===== src/rtl/pipe_ctrl_pkg.sv =====
// ----------------------------------------------------------------------------
// pipe_ctrl_pkg
// Shared definitions for the pipelined main-control unit of the 5-stage MIPS
// core: opcode values, ALU control classes, the per-instruction control
// bundle carried down the pipeline, and the all-zero bubble bundle.
// No ports (package).
// ----------------------------------------------------------------------------
package pipe_ctrl_pkg;

    // Opcode field values (instruction[31:26])
    localparam logic [5:0] OP_RTYPE = 6'b000000;
    localparam logic [5:0] OP_J     = 6'b000010;
    localparam logic [5:0] OP_JAL   = 6'b000011;
    localparam logic [5:0] OP_BEQ   = 6'b000100;
    localparam logic [5:0] OP_BNE   = 6'b000101;
    localparam logic [5:0] OP_ADDI  = 6'b001000;
    localparam logic [5:0] OP_SLTI  = 6'b001010;
    localparam logic [5:0] OP_ANDI  = 6'b001100;
    localparam logic [5:0] OP_ORI   = 6'b001101;
    localparam logic [5:0] OP_LW    = 6'b100011;
    localparam logic [5:0] OP_SW    = 6'b101011;

    // ALU control classes; the bundle always holds the widest (3-bit) form
    localparam logic [2:0] ALU_ADD   = 3'b000;
    localparam logic [2:0] ALU_SUB   = 3'b001;
    localparam logic [2:0] ALU_FUNCT = 3'b010;
    localparam logic [2:0] ALU_AND   = 3'b011;
    localparam logic [2:0] ALU_OR    = 3'b100;
    localparam logic [2:0] ALU_SLT   = 3'b101;

    typedef struct packed {
        logic       we_reg;
        logic       reg_dst;
        logic       alu_src;
        logic [2:0] alu_op;
        logic       link;
        logic       we_dm;
        logic       dm2reg;
        logic       illegal;
    } ctrl_bundle_t;

    localparam ctrl_bundle_t CTRL_BUBBLE = '0;

endpackage : pipe_ctrl_pkg


===== src/rtl/pipe_ctrl_decode.sv =====
// ----------------------------------------------------------------------------
// pipe_ctrl_decode
// Purely combinational opcode -> control-bundle decoder for the ID stage.
// Ports:
//   i_opcode    [OPCODE_W] ID-stage opcode
//   o_ctrl      bundle     decoded control bundle (illegal=1 for unknown ops)
//   o_branch    1          opcode is BEQ
//   o_branch_ne 1          opcode is BNE (extended set only)
//   o_jump      1          opcode is J or JAL
// ----------------------------------------------------------------------------
module pipe_ctrl_decode
    import pipe_ctrl_pkg::*;
#(
    parameter int OPCODE_W = 6,
    parameter int ALU_OP_W = 3,
    parameter int EXT_IMM  = 1
) (
    input  logic [OPCODE_W-1:0] i_opcode,
    output ctrl_bundle_t        o_ctrl,
    output logic                o_branch,
    output logic                o_branch_ne,
    output logic                o_jump
);

    // The extended set needs 3-bit ALU codes; a narrow ALU field forces the
    // extended opcodes to decode as illegal instead of aliasing onto 00/01/10.
    localparam bit EXT_OK = (EXT_IMM != 0) && (ALU_OP_W >= 3);

    // Opcode decode; every path starts from the bubble so nothing is left X
    always_comb begin
        o_ctrl      = CTRL_BUBBLE;
        o_branch    = 1'b0;
        o_branch_ne = 1'b0;
        o_jump      = 1'b0;
        case (i_opcode)
            OPCODE_W'(OP_RTYPE): begin
                o_ctrl.we_reg  = 1'b1;
                o_ctrl.reg_dst = 1'b1;
                o_ctrl.alu_op  = ALU_FUNCT;
            end
            OPCODE_W'(OP_ADDI): begin
                o_ctrl.we_reg  = 1'b1;
                o_ctrl.alu_src = 1'b1;
                o_ctrl.alu_op  = ALU_ADD;
            end
            OPCODE_W'(OP_BEQ): begin
                o_ctrl.alu_op  = ALU_SUB;
                o_branch       = 1'b1;
            end
            OPCODE_W'(OP_J): begin
                o_jump         = 1'b1;
            end
            OPCODE_W'(OP_JAL): begin
                o_jump         = 1'b1;
                o_ctrl.we_reg  = 1'b1;
                o_ctrl.link    = 1'b1;
                o_ctrl.alu_op  = ALU_ADD;
            end
            OPCODE_W'(OP_SW): begin
                o_ctrl.alu_src = 1'b1;
                o_ctrl.we_dm   = 1'b1;
                o_ctrl.alu_op  = ALU_ADD;
            end
            OPCODE_W'(OP_LW): begin
                o_ctrl.we_reg  = 1'b1;
                o_ctrl.alu_src = 1'b1;
                o_ctrl.dm2reg  = 1'b1;
                o_ctrl.alu_op  = ALU_ADD;
            end
            OPCODE_W'(OP_ANDI), OPCODE_W'(OP_ORI), OPCODE_W'(OP_SLTI): begin
                if (EXT_OK) begin
                    o_ctrl.we_reg  = 1'b1;
                    o_ctrl.alu_src = 1'b1;
                    if (i_opcode == OPCODE_W'(OP_ANDI)) begin
                        o_ctrl.alu_op = ALU_AND;
                    end else if (i_opcode == OPCODE_W'(OP_ORI)) begin
                        o_ctrl.alu_op = ALU_OR;
                    end else begin
                        o_ctrl.alu_op = ALU_SLT;
                    end
                end else begin
                    o_ctrl.illegal = 1'b1;
                end
            end
            OPCODE_W'(OP_BNE): begin
                if (EXT_OK) begin
                    o_ctrl.alu_op = ALU_SUB;
                    o_branch_ne   = 1'b1;
                end else begin
                    o_ctrl.illegal = 1'b1;
                end
            end
            default: begin
                o_ctrl.illegal = 1'b1;
            end
        endcase
    end

endmodule : pipe_ctrl_decode


===== src/rtl/pipe_ctrl_unit.sv =====
// ----------------------------------------------------------------------------
// pipe_ctrl_unit
// Pipelined main control: decodes the ID opcode and carries the control
// bundle through the ID/EX, EX/MEM and MEM/WB control registers.
// Optional feature macro: PIPE_CTRL_LOAD_USE_STALL_EN (internal load-use
// hazard detection; adds rs_d, rt_d, write_reg_e inputs, lu_stall output and
// the REG_ADDR_W parameter).
// Ports:
//   clk, rst                   clock, synchronous active-high reset
//   opcode_d, valid_d          ID opcode and its valid flag
//   stall_d, flush_e           bubble into EX / squash instruction entering EX
//   branch_d, branch_ne_d, jump_d   ID-stage combinational branch/jump
//   reg_dst_e, alu_src_e, alu_op_e, link_e, illegal_e   EX-stage controls
//   we_dm_m, dm2reg_m, we_reg_m                         MEM-stage controls
//   we_reg_w, dm2reg_w, link_w                          WB-stage controls
// ----------------------------------------------------------------------------
module pipe_ctrl_unit
    import pipe_ctrl_pkg::*;
#(
    parameter int OPCODE_W   = 6,
    parameter int ALU_OP_W   = 3,
`ifdef PIPE_CTRL_LOAD_USE_STALL_EN
    parameter int REG_ADDR_W = 5,
`endif
    parameter int EXT_IMM    = 1
) (
    input  logic                  clk,
    input  logic                  rst,
    input  logic [OPCODE_W-1:0]   opcode_d,
    input  logic                  valid_d,
    input  logic                  stall_d,
    input  logic                  flush_e,
`ifdef PIPE_CTRL_LOAD_USE_STALL_EN
    input  logic [REG_ADDR_W-1:0] rs_d,
    input  logic [REG_ADDR_W-1:0] rt_d,
    input  logic [REG_ADDR_W-1:0] write_reg_e,
    output logic                  lu_stall,
`endif
    output logic                  branch_d,
    output logic                  branch_ne_d,
    output logic                  jump_d,
    output logic                  reg_dst_e,
    output logic                  alu_src_e,
    output logic [ALU_OP_W-1:0]   alu_op_e,
    output logic                  link_e,
    output logic                  illegal_e,
    output logic                  we_dm_m,
    output logic                  dm2reg_m,
    output logic                  we_reg_m,
    output logic                  we_reg_w,
    output logic                  dm2reg_w,
    output logic                  link_w
);

    ctrl_bundle_t w_dec_ctrl;
    logic         w_dec_branch;
    logic         w_dec_branch_ne;
    logic         w_dec_jump;
    logic         w_bubble;

    ctrl_bundle_t r_id_ex;
    logic         r_m_we_dm;
    logic         r_m_dm2reg;
    logic         r_m_we_reg;
    logic         r_m_link;
    logic         r_w_we_reg;
    logic         r_w_dm2reg;
    logic         r_w_link;

    pipe_ctrl_decode #(
        .OPCODE_W (OPCODE_W),
        .ALU_OP_W (ALU_OP_W),
        .EXT_IMM  (EXT_IMM)
    ) u_decode (
        .i_opcode    (opcode_d),
        .o_ctrl      (w_dec_ctrl),
        .o_branch    (w_dec_branch),
        .o_branch_ne (w_dec_branch_ne),
        .o_jump      (w_dec_jump)
    );

    // Redirects only come from a real instruction in ID
    assign branch_d    = w_dec_branch    & valid_d;
    assign branch_ne_d = w_dec_branch_ne & valid_d;
    assign jump_d      = w_dec_jump      & valid_d;

`ifdef PIPE_CTRL_LOAD_USE_STALL_EN
    // A load in EX whose (non-$0) destination is a source of the ID instruction
    assign lu_stall = r_id_ex.dm2reg & r_id_ex.we_reg
                    & (write_reg_e != '0)
                    & ((write_reg_e == rs_d) | (write_reg_e == rt_d))
                    & valid_d;
    assign w_bubble = stall_d | flush_e | ~valid_d | lu_stall;
`else
    assign w_bubble = stall_d | flush_e | ~valid_d;
`endif

    // ID/EX control register: a bubble replaces the decoded bundle when held
    always_ff @(posedge clk) begin
        if (rst) begin
            r_id_ex <= CTRL_BUBBLE;
        end else if (w_bubble) begin
            r_id_ex <= CTRL_BUBBLE;
        end else begin
            r_id_ex <= w_dec_ctrl;
        end
    end

    // EX/MEM control register: advances every cycle
    always_ff @(posedge clk) begin
        if (rst) begin
            r_m_we_dm  <= 1'b0;
            r_m_dm2reg <= 1'b0;
            r_m_we_reg <= 1'b0;
            r_m_link   <= 1'b0;
        end else begin
            r_m_we_dm  <= r_id_ex.we_dm;
            r_m_dm2reg <= r_id_ex.dm2reg;
            r_m_we_reg <= r_id_ex.we_reg;
            r_m_link   <= r_id_ex.link;
        end
    end

    // MEM/WB control register: advances every cycle
    always_ff @(posedge clk) begin
        if (rst) begin
            r_w_we_reg <= 1'b0;
            r_w_dm2reg <= 1'b0;
            r_w_link   <= 1'b0;
        end else begin
            r_w_we_reg <= r_m_we_reg;
            r_w_dm2reg <= r_m_dm2reg;
            r_w_link   <= r_m_link;
        end
    end

    assign reg_dst_e = r_id_ex.reg_dst;
    assign alu_src_e = r_id_ex.alu_src;
    // Narrow ALU field builds keep only the low bits (codes 00/01/10 only)
    assign alu_op_e  = ALU_OP_W'(r_id_ex.alu_op);
    assign link_e    = r_id_ex.link;
    assign illegal_e = r_id_ex.illegal;
    assign we_dm_m   = r_m_we_dm;
    assign dm2reg_m  = r_m_dm2reg;
    assign we_reg_m  = r_m_we_reg;
    assign we_reg_w  = r_w_we_reg;
    assign dm2reg_w  = r_w_dm2reg;
    assign link_w    = r_w_link;

endmodule : pipe_ctrl_unit

===== config.mk =====
export PLATFORM = sky130hd
export DESIGN_NAME = pipe_ctrl_unit
export DESIGN_NICKNAME = d
export VERILOG_FILES = /design/src/rtl/pipe_ctrl_pkg.sv /design/src/rtl/pipe_ctrl_decode.sv /design/src/rtl/pipe_ctrl_unit.sv
export SDC_FILE = /design/constraint.sdc
export NUM_CORES = 1
export LEC_CHECK = 0
export BUFFER_PORTS_ARGS = -buffer_cell sky130_fd_sc_hd__buf_4
export CAP_MARGIN = 40
export CORE_AREA = 4 4 45 47
export DETAILED_ROUTE_END_ITERATION = 10
export DIE_AREA = 0 0 49 51
export PLACE_DENSITY_LB_ADDON = 0.05
export SLEW_MARGIN = 20
export SYNTH_ARGS = -nofsm -noshare
export SYNTH_HDL_FRONTEND = slang
export SYNTH_SLANG_ARGS = --single-unit

===== constraint.sdc =====
create_clock -name clk -period 1.4 [get_ports clk]
set_clock_uncertainty 0.05 [all_clocks]
set_input_delay 0.21 -clock clk [delete_from_list [all_inputs] [get_ports clk]]
set_output_delay 0.21 -clock clk [all_outputs]
set_load 0.05 [all_outputs]

* Word-level counts from Yosys, hierarchy flattened *
Cells that the tools add are included.

cells by class
  $add $sub $neg = 0
  multipliers = 0
  divide/modulo/power cells = 0
  $lt $le $gt $ge = 0
  eq/ne operators = 10
  shift-type cells = 0
  muxes and demuxes = 13
  bitwise gates (word level) = 6
  reductions and logical operators = 8

operators with widths
  cell                count
  $eq 6x4->1 const B  4
  $eq 6x2->1 const B  2
  $eq 6x3->1 const B  2
  $eq 6x6->1 const B  2
  $mux 1              11
  $reduce_or 11->1    1
  $pmux 3 s3          1
  $reduce_or 7->1     1
  $logic_not 6->1     1
  $reduce_or 2->1     3
  $reduce_or 6->1     1
  $and 1x1->1         3
  $mux 3              1
  $reduce_or 3->1     1
  $or 1x1->1          2
  $not 1->1           1

storage, ports and cells
  bits in registers = 17
  latch bits = 0
  RAM bits = 0
  ROM bits = 0
  input port bits = 11
  output and inout bits = 16
  memories kept = 0

* Logic depth before layout (Yosys ltp) *
Gate-level depths: netlist of the first run.

  word-level depth = 4
  gate-level depth with buffers = 4
  depth with buffers taken out = 3

* Cells and area by module *
A second synthesis of the first run with hierarchy kept.

unflattened totals
  cells, all modules = 80
  area total of the unflattened synthesis = 779.5 um^2

modules (own cells, without submodules)
  module            times used  cells each  area an instance (um^2)
  pipe_ctrl_unit    1           41          529.3
  pipe_ctrl_decode  1           39          250.2

* Worst setup path after synthesis of the first run *
Ideal clock, no wire load.

  path type = input -> output
  start = input port opcode_d[2]
  end = output port branch_d
  arrival time = 2175 ps
  required time = 1140 ps
  setup slack = -1035 ps
  stages = 3
  cells stage by stage = buf_2 and2b_1 nor4b_1

between the ends
  cells in the longest elaborated chain, start to end = 3

ends and longest elaborated chain
  element      line                    source
  from (decl)  pipe_ctrl_unit.sv:29    input logic [OPCODE_W-1:0] opcode_d,
  $eq 6x3->1   pipe_ctrl_decode.sv:35  case (i_opcode)
  $mux 1       pipe_ctrl_decode.sv:35
  $and 1x1->1  pipe_ctrl_unit.sv:83    assign branch_d = w_dec_branch & valid_d;
  to (decl)    pipe_ctrl_unit.sv:39    output logic branch_d,

Every way passes these cells.

* Worst setup path in the final report of the first run *
  start = input port opcode_d[5]
  end = output port branch_ne_d

between the ends
  cells in the longest elaborated chain, start to end = 3

ends and longest elaborated chain
  element      line                    source
  $eq 6x3->1   pipe_ctrl_decode.sv:35
  $mux 1       pipe_ctrl_decode.sv:35
  $and 1x1->1  pipe_ctrl_unit.sv:84    assign branch_ne_d = w_dec_branch_ne & valid_d;
  to (decl)    pipe_ctrl_unit.sv:40    output logic branch_ne_d,

Every way passes these cells.

==> out/results.ini, run 1 <==
[clocking]
clock-sinks = 17
clock-root-buffer = clkbuf_4
cts_tree = built
path_clk_slew_ns = 0.09
cts_max_path_buffers = 2
cts-htree-levels = 1
clock_latency_ns = 0.28
cts_buffers = 3
ctsHoldBuffers = 0
post_cts_buffers = 0

[critical_path]
cp.arrival_ns = 1.07
path_class = input pin to primary output
required_ns = 1.14
endpoint_kind = primary output
worstPathCellList = buf_4 > nor2_2 > nand2_2 > nor4b_4 > buf_6
start_kind = input pin
slowest_delay_ns = 0.28
cpMaxStageDelayCell = nor4b_4
worstPathMaxFanout = 6

[drt]
avgViaCountPerCell = 5.052
wirelength_mm = 1.286
route.detailed.drc = 0
vias = 581
avgRoutedWirePerCell_um = 11.18
drt_iter0_drc = 8
dr.pass1.iters = 5
ant_nets = 0

[sta]
hold_viol = 0
worst_slack_ns = 0.07254
period_share = 0.9482
worst_pin_slew_ns = 0.2648
min_period_ns = 1.327
slew_headroom = 0.8227
rsz0062_at_grt = false
finalSetupViolCount = 0
slew_viol_final = 0
timing.fmax_mhz = 753.3
setup_tns_ns = 0
fin_hold_ws_ns = 0.1177

[layout]
final_core_utilization = 0.5977
drive_gt1_frac = 0.4490
area_growth_syn_to_layout_pct = 36.74
instances_no_fill = 115
n_antenna_cell = 0
multi_input_area_sq_um = 369.1
seq_area_sq_um = 340.3
nFillCells = 157
nNetsFinal = 110

[logic_synthesis]
synthSimpleGateAreaFrac = 0.3847
seq_area_frac_synth = 0.4714
synth_top_cell_area_share = 0.4714
synth_compound_area_frac = 0.06239
synth_fp_nets = 83
synthAdderAreaFrac = 0
synth_xor_area_frac = 0.01213
synth_top_family_by_area = simple AND/OR/NAND/NOR gates
synth_top_area_cell = dfxtp_1
avgSynthCellArea_sq_um = 10.03
synth_cell_types = 25
synthCells = 72
synth-seq-cells = 17
synth.area.top_cells = dfxtp_1 (47%), and2b_1 (8.3%), nor4b_4 (6.6%), nor4_2 (3.5%), buf_4 (3.1%)
synth_area_sq_um = 721.9
synth_mux_area_frac = 0
yosys_warnings = 0

[power]
p_leak_uw = 0.0004491
comb_power_share = 0.133
switchingPower_uw = 200.2
internal_power_uw = 640.9
seqPwrFrac = 0.577
clkPwrFrac = 0.290
vdd_drop_max_mv = 0.5708
power_density_mw_per_mm2 = 852.1
switching_share = 0.2381

[floorplanning]
rows = 15
chipHeight_um = 51
initial_utilization = 0.4371
die_w_um = 49
coreArea_sq_mm = 0.001652
dieArea_sq_mm = 0.002499
num_io_pins = 27

[grt]
grt_max_degree = 14
grt_pass1_vias = 535
grt_pass1_wl_mm = 2.270
grt_util_all_layers = 0.1138
antenna_found_initial = 0
overflow = 0

[placement]
dp.cells = 111
gp_congestion = 0.8051
io_buffers = 26
dp_hpwl_um = 995.1
dpl_worst_slack_ns = 0.04950

[hold_path]
hold_class = input pin to flop

[outcome]
status = finished, final reports clean

[job]
cap_violations = 0

[worst max-delay path: cells and delay by family]
family                 cells  cell delay, ns
and+or+nand+nor            3            0.53
buffers and inverters      2            0.32
[flip-flops by register name, indices dropped and copies added (netlist names)]
name	count
alu_src_e	1
dm2reg_m	1
reg_dst_e	1
link_w	1
illegal_e	1
r_m_link	1
we_dm_m	1
r_id_ex	3
we_reg_w	1
dm2reg_w	1
link_e	1
alu_op_e	3
we_reg_m	1
[through the flow]
step / power [uW] / area, sq um
3_3_place_gp: 607.1 / 955.9
4_1_cts: 855.7 / 983.4
5_1_grt: 894.9 / 987.2
3_5_place_dp: 608.1 / 955.9
6_report: 841.2 / 987.2
2_1_floorplan: 565.0 / 762.0
[power groups by stage]
stage,registers (uW),clock network (uW),logic [uW]
after global routing,486,287,122
after floorplan,501,0,64.4
after CTS,485,258,112
final,485,244,112
after global placement,496,0,111
after detailed placement,497,0,112
[per-layer routing]
layer	up-vias	wire (um)	global-route usage
li1	294	-	-
met1	267	525	0.1290
met2	18	664	0.1826
met3	2	85	0.05831
met4	0	9	0.04036
met5	-	0	0
[final cells by class]
| cell class | instances | area share |
|---|---|---|
| sequential | 17 | 0.3447 |
| inverter | 2 | 0.007605 |
| tap | 17 | 0.02155 |
| clock inverter | 1 | 0.005070 |
| multi-input combinational | 46 | 0.3739 |
| clock buffer | 3 | 0.02281 |
| timing repair buffer | 29 | 0.2243 |
[logic make-up (layout without fill, tap and decap cells)]
family / after synthesis / after routing
simple gates: 37 / 37
flops: 17 / 17
buf+inv: 9 / 35
compound gates: 8 / 8
xor+xnor: 1 / 1
[synth_stat cells]
master / count
buf_4: 3
inv_1: 2
a21oi_1: 4
nand4b_1: 1
nor4_1: 1
nor4_2: 2
nor4b_4: 2
nand2_1: 4
o2111ai_1: 1
nor3_1: 3
nor2b_1: 1
dfxtp_1: 17
and3b_1: 1
a31oi_1: 1
nand2b_1: 2
nor4b_1: 2
and4bb_2: 1
and2b_1: 8
nand3b_1: 1
and3_1: 1
nor2_1: 6
o21ai_0: 2
xor2_1: 1
nand2_2: 1
buf_2: 4
[path summary, 6_finish.rpt]
kind                                   from     endpoint  cells past startpoint  slack (ns)
worst min register to register   r_id_ex[9]     we_reg_m                      1        0.38
worst max-delay path            opcode_d[5]  branch_ne_d                      5        0.07
worst min-delay path            opcode_d[2]       link_e                      2        0.12
worst max register to register     we_reg_m     we_reg_w                      1        0.80
[what timing repair did]
action                     in CTS  in global routing
setup endpoints to repair       0                  1
gates resized for setup         0                  1
hold endpoints to repair        0                  0
[placed cells by master (no fill, tap or decap), types with 2 or more instances in the layout]
master / Yosys / final
inv_1: 2 / 2
and2b_1: 8 / 8
buf_4: 3 / 28
nand2b_1: 2 / 2
nand2_2: 1 / 2
dfxtp_1: 17 / 17
nor2_1: 6 / 4
nor2_2: 0 / 2
clkbuf_4: 0 / 3
nor4b_4: 2 / 4
nand2_1: 4 / 3
a21oi_1: 4 / 4
nor3_1: 3 / 3
o21ai_0: 2 / 2
nor4_2: 2 / 2
No activity file was read; power rests on OpenSTA's default activity.
==> run 2, diff against run 1 <==
--- a/config.mk
+++ b/config.mk
@@ -11,7 +11,9 @@
 export DETAILED_ROUTE_END_ITERATION = 10
 export DIE_AREA = 0 0 49 51
 export PLACE_DENSITY_LB_ADDON = 0.05
+export RECOVER_POWER = 100
 export SLEW_MARGIN = 20
 export SYNTH_ARGS = -nofsm -noshare
 export SYNTH_HDL_FRONTEND = slang
 export SYNTH_SLANG_ARGS = --single-unit
+export TNS_END_PERCENT = 10
==> out/results.ini, run 2 (same netlist as run 1, synthesis figures left out) <==
[outcome]
status = finished, final reports clean

[clocking]
cts_buffers = 3
clock_latency_ns = 0.28
cts-htree-levels = 1
clock-root-buffer = clkbuf_4
cts_tree = built
cts_max_path_buffers = 2
clock-sinks = 17
ctsHoldBuffers = 0
path_clk_slew_ns = 0.10

[critical_path]
required_ns = 1.14
r2r_end = dm2reg_w
endpoint_kind = primary output
worstPathCellList = buf_4 > nor2_1 > nand2_2 > nor4b_4 > buf_4
critPathTopFamily = simple AND/OR/NAND/NOR gates
worstPathMaxFanout = 3
cp.arrival_ns = 1.05
path_class = input pin to primary output
r2r_slack_ns = 0.80
regToRegStartpoint = dm2reg_m
start_kind = input pin
path_common_cell = buf_4
slowest_delay_ns = 0.23
crit_buf_inv = 2
cpMaxStageDelayCell = buf_4
reg2reg_depth = 1

[power]
switchingPower_uw = 200.0
clkPwrFrac = 0.297
switching_share = 0.2371
seqPwrFrac = 0.575
p_leak_uw = 0.0004314
vdd_drop_max_mv = 0.4077
comb_power_share = 0.128
power_density_mw_per_mm2 = 902.8
internal_power_uw = 643.8

[sta]
worst_pin_slew_ns = 0.4695
slew_viol_final = 0
hold_viol = 0
setup_tns_ns = 0
worst_slack_ns = 0.08950
timing.fmax_mhz = 763.1
fin_hold_ws_ns = 0.1069
min_period_ns = 1.311
finalSetupViolCount = 0
rsz0062_at_grt = false
period_share = 0.9361
slew_headroom = 0.6826

[drt]
avgRoutedWirePerCell_um = 12.27
dr.pass1.iters = 4
drt_iter0_drc = 7
ant_nets = 0
wirelength_mm = 1.423
vias = 593
avgViaCountPerCell = 5.112
route.detailed.drc = 0

[grt]
grtUsageMet3 = 0.04082
grt_max_degree = 14
antenna_found_initial = 0
grt_util_all_layers = 0.1252
grt_pass1_wl_mm = 2.373
grt_util_met2 = 0.2478
grt-busiest-layer = met2
gr-usage-met1 = 0.1029
overflow = 0
grt_pass1_vias = 575

[hold_path]
min_to = link_e
hold_class = input pin to flop
whs_path_depth = 2
holdCritStartpoint = opcode_d[2]

[placement]
gp_congestion = 0.8172
dpl_worst_slack_ns = 0.04529
dp_hpwl_mm = 1.067
io_buffers = 26

[floorplanning]
coreArea_sq_mm = 0.001652
die_w_um = 49
num_io_pins = 27
dieArea_sq_mm = 0.002499
rows = 15
chipHeight_um = 51
initial_utilization = 0.4371

[layout]
n_antenna_cell = 0
final_cell_mix = dfxtp_1 (17), buf_4 (15), clkbuf_2 (14)
nFillCells = 157
drive_gt1_frac = 0.4141
final_common_cell = dfxtp_1
area_growth_syn_to_layout_pct = 29.46
nNetsFinal = 111

[job]
cap_violations = 0

## run 2: cell count changes in the layout (fill, tap and decap cells not counted), sizes merged
cell and change:
buf -14, clkinv -1, clkbuf +16
## run 2: repair_timing
| item | CTS | global route |
|---|---|---|
| endpoints found under the hold margin | 0 | 0 |
| setup buffers | 0 | 0 |
| resized for setup | 0 | 1 |
| setup endpoints to repair | 0 | 2 |
## run 2: area by class of cell
type	instances	area, sq um	share of cell area
well taps	17	21.27	0.02276
flip-flops and latches	17	340.3	0.3641
repair buffers	30	190.2	0.2035
clock buffers	4	26.28	0.02811
inverters	2	7.507	0.008032
multi-input cells	46	349.1	0.3735
## run 2: worst max path at each step
stage	from	end	slack [ns]	cells past startpoint
after floorplan	opcode_d[5]	branch_d	-0.04	3
after global placement	opcode_d[5]	branch_ne_d	0.07	5
after detailed placement	opcode_d[5]	branch_ne_d	0.05	5
after CTS	opcode_d[5]	branch_d	0.04	5
after global routing	opcode_d[5]	branch_d	0.006	5
final	opcode_d[5]	branch_ne_d	0.09	5
## run 2: metrics by stage
stage                     total power [uW]    util  area, sq um  instances
after global routing                 892.5  0.5659        934.6        116
after detailed placement             609.8  0.5803        958.4        112
after CTS                            862.0  0.5962        984.7        116
after global placement               608.8  0.5803        958.4        112
after floorplan                      563.3       -        754.5         72
final                                843.8  0.5659        934.6        116
## run 2: power by group through the flow
stage,clock [uW],sequential (uW),combinational [uW]
finish,251,485,108
floorplan,0,501,62.7
CTS,263,485,114
global route,289,486,118
global placement,0,496,112
detailed placement,0,496,113
## run 2: metal layers
| layer | up-vias | wire (um) |
|---|---|---|
| li1 | 300 | - |
| met3 | 2 | 116 |
| met2 | 20 | 782 |
| met5 | - | 0 |
| met1 | 271 | 506 |
| met4 | 0 | 17 |
==> run 3, diff against run 2 <==
--- a/config.mk
+++ b/config.mk
@@ -5,11 +5,13 @@
 export SDC_FILE = /design/constraint.sdc
 export NUM_CORES = 1
 export LEC_CHECK = 0
+export ABC_AREA = 1
 export BUFFER_PORTS_ARGS = -buffer_cell sky130_fd_sc_hd__buf_4
 export CAP_MARGIN = 40
-export CORE_AREA = 4 4 45 47
+export CORE_AREA = 4 4 47 49
+export CTS_CLUSTER_DIAMETER = 80
 export DETAILED_ROUTE_END_ITERATION = 10
-export DIE_AREA = 0 0 49 51
+export DIE_AREA = 0 0 51 53
 export PLACE_DENSITY_LB_ADDON = 0.05
 export RECOVER_POWER = 100
 export SLEW_MARGIN = 20
==> constraint.sdc (replaced) <==
create_clock -name clk -period 1.08 [get_ports clk]
set_clock_uncertainty 0.05 [all_clocks]
set_input_delay 0.162 -clock clk [delete_from_list [all_inputs] [get_ports clk]]
set_output_delay 0.162 -clock clk [all_outputs]
set_load 0.05 [all_outputs]
==> out/results.ini, run 3 <==
[sta]
finalSetupViolCount = 2
slew_headroom = 0.8324
hold_viol = 0
period_share = 1.036
timing.fmax_mhz = 894.0
slew_viol_final = 0
worst_pin_slew_ns = 0.2512
worst_slack_ns = -0.03852
rsz0062_at_grt = true
min_period_ns = 1.119

[clocking]
cts_max_path_buffers = 2
cts-htree-levels = 1
post_cts_buffers = 0
clock_latency_ns = 0.28
cts_tree = built
path_clk_slew_ns = 0.09
clock-sinks = 17
cts_buffers = 3
clock-root-buffer = clkbuf_4

[placement]
dp_hpwl_mm = 1.183
gp_congestion = 0.8204
io_buffers = 26

[job]
cap_violations = 0

[floorplanning]
num_io_pins = 27
rows = 16
coreArea_sq_mm = 0.001862
chipHeight_um = 53
initial_utilization = 0.3831
die_w_um = 51
dieArea_sq_mm = 0.002703

[power]
report.power.total_uw = 1108
vdd_drop_max_mv = 0.5203
p_leak_uw = 0.0005467
power_density_mw_per_mm2 = 1004

[drt]
vias = 689
avgViaCountPerCell = 4.151
route.detailed.drc = 0
ant_nets = 0
drt_iter0_drc = 4
wirelength_mm = 1.478
dr.pass1.iters = 3
avgRoutedWirePerCell_um = 8.904

[layout]
area_growth_syn_to_layout_pct = 54.74
final_common_cell = buf_4
drive_gt1_frac = 0.3525
final_core_utilization = 0.5927
n_antenna_cell = 0
final_cell_mix = buf_4 (27), nor2_1 (21), inv_1 (20)
nNetsFinal = 151

[outcome]
violations = negative setup slack
status = complete, but fails checks

[logic_synthesis]
synth_top_area_cell = dfxtp_1
avgSynthCellArea_sq_um = 7.132
synth_commonest_cells = nor2_1 (25), inv_1 (20), dfxtp_1 (17)
synth_edf_count = 0
synth_cell_types = 15
synth_area_sq_um = 713.2
synthCells = 100
synth.area.top_cells = dfxtp_1 (48%), nor2_1 (13%), inv_1 (11%), nand3_1 (9.8%), nand2_1 (5.8%)
synthFlopType = dfxtp_1
yosysMostFrequentCell = nor2_1
yosys_warnings = 0
synth-seq-cells = 17
synthArstFlopShare = 0
seq_area_frac_synth = 0.4772
synth_top_cell_area_share = 0.4772
synth_fp_nets = 111

[grt]
grt_max_degree = 10
grt_util_all_layers = 0.1320
grt_pass1_vias = 653
antenna_found_initial = 0
overflow = 0
grt_pass1_wl_mm = 2.573

[critical_path]
endpoint_kind = primary output
required_ns = 0.87
path_class = input pin to primary output
worstPathMaxFanout = 2
start_kind = input pin
cp.arrival_ns = 0.91
r2r_slack_ns = 0.50

[hold_path]
hold_class = input pin to flop

run 3: changes by cell type after synthesis, moves of 2 or more:
| cell | previous run | this run |
|---|---|---|
| nor2_1 | 6 | 25 |
| nor4b_4 | 2 | 0 |
| inv_1 | 2 | 20 |
| and2b_1 | 8 | 0 |
| nor4_2 | 2 | 0 |
| nand2_1 | 4 | 11 |
| o21ai_0 | 2 | 0 |
| nand3_1 | 0 | 14 |
| nor4b_1 | 2 | 0 |
| nand2b_1 | 2 | 0 |
| buf_2 | 4 | 0 |
| a21oi_1 | 4 | 1 |
run 3: metal layers:
layer  share of wire  track usage
met5               0            0
met4           0.037       0.1076
met3           0.076      0.03380
met2            0.49       0.2339
met1            0.40       0.1293
run 3: metrics by stage:
step	cell area (sq um)	TNS, ns	instances	hold slack, ns	worst slack [ns]
floorplan	735.7	-0.03883	100	0.1888	-0.01942
global placement	1028	-0.6816	162	0.3391	-0.1564
detailed placement	1028	-0.7637	162	0.3424	-0.1936
CTS	1096	-0.09862	166	0.1264	-0.05133
global route	1104	-0.2646	166	0.1121	-0.09563
finish	1104	-0.07058	166	0.1264	-0.03852
run 3: kinds of logic after synthesis:
family / count (synthesis) / synth area share
AO/OA/AOI/OAI: 2 / 0.01579
buffers and inverters: 25 / 0.1579
flip-flops: 17 / 0.4772
AND/OR/NAND/NOR: 56 / 0.3491
run 3: report_power, final:
part           internal, uW  leakage, uW  switching, uW
clock                   143    0.0000150            178
combinational          72.8     0.000395           84.3
sequential              628     0.000137          0.561
total                   844     0.000547            263
run 3: cell type report:
type	instances	area (sq um)
Clock buffer	4	26.28
Tap cell	27	33.78
Fill cell	202	758.2
Multi-Input combinational cell	58	305.3
Timing Repair Buffer	39	319.1
Sequential cell	17	340.3
Inverter	21	78.83
run 3: worst max-delay path: stages:
cell,delay [ns]
buf_6,0.10
nor4_4,0.27
nand2_1,0.13
nor2_4,0.09
buf_6,0.16
run 3: final timing paths:
check	from	cells after the start	end
worst min-delay path	rst	3	dm2reg_m
worst max register to register	we_reg_m	2	we_reg_w
worst max-delay path	opcode_d[4]	5	branch_ne_d
worst min register to register	r_id_ex[1]	2	dm2reg_m
run 3: timing repair:
| item | 4_1_cts | 5_1_grt |
|---|---|---|
| hold buffers | 0 | 0 |
| setup endpoints to repair | 3 | 6 |
| gates resized for setup | 9 | 5 |
| pin swaps | 1 | 2 |
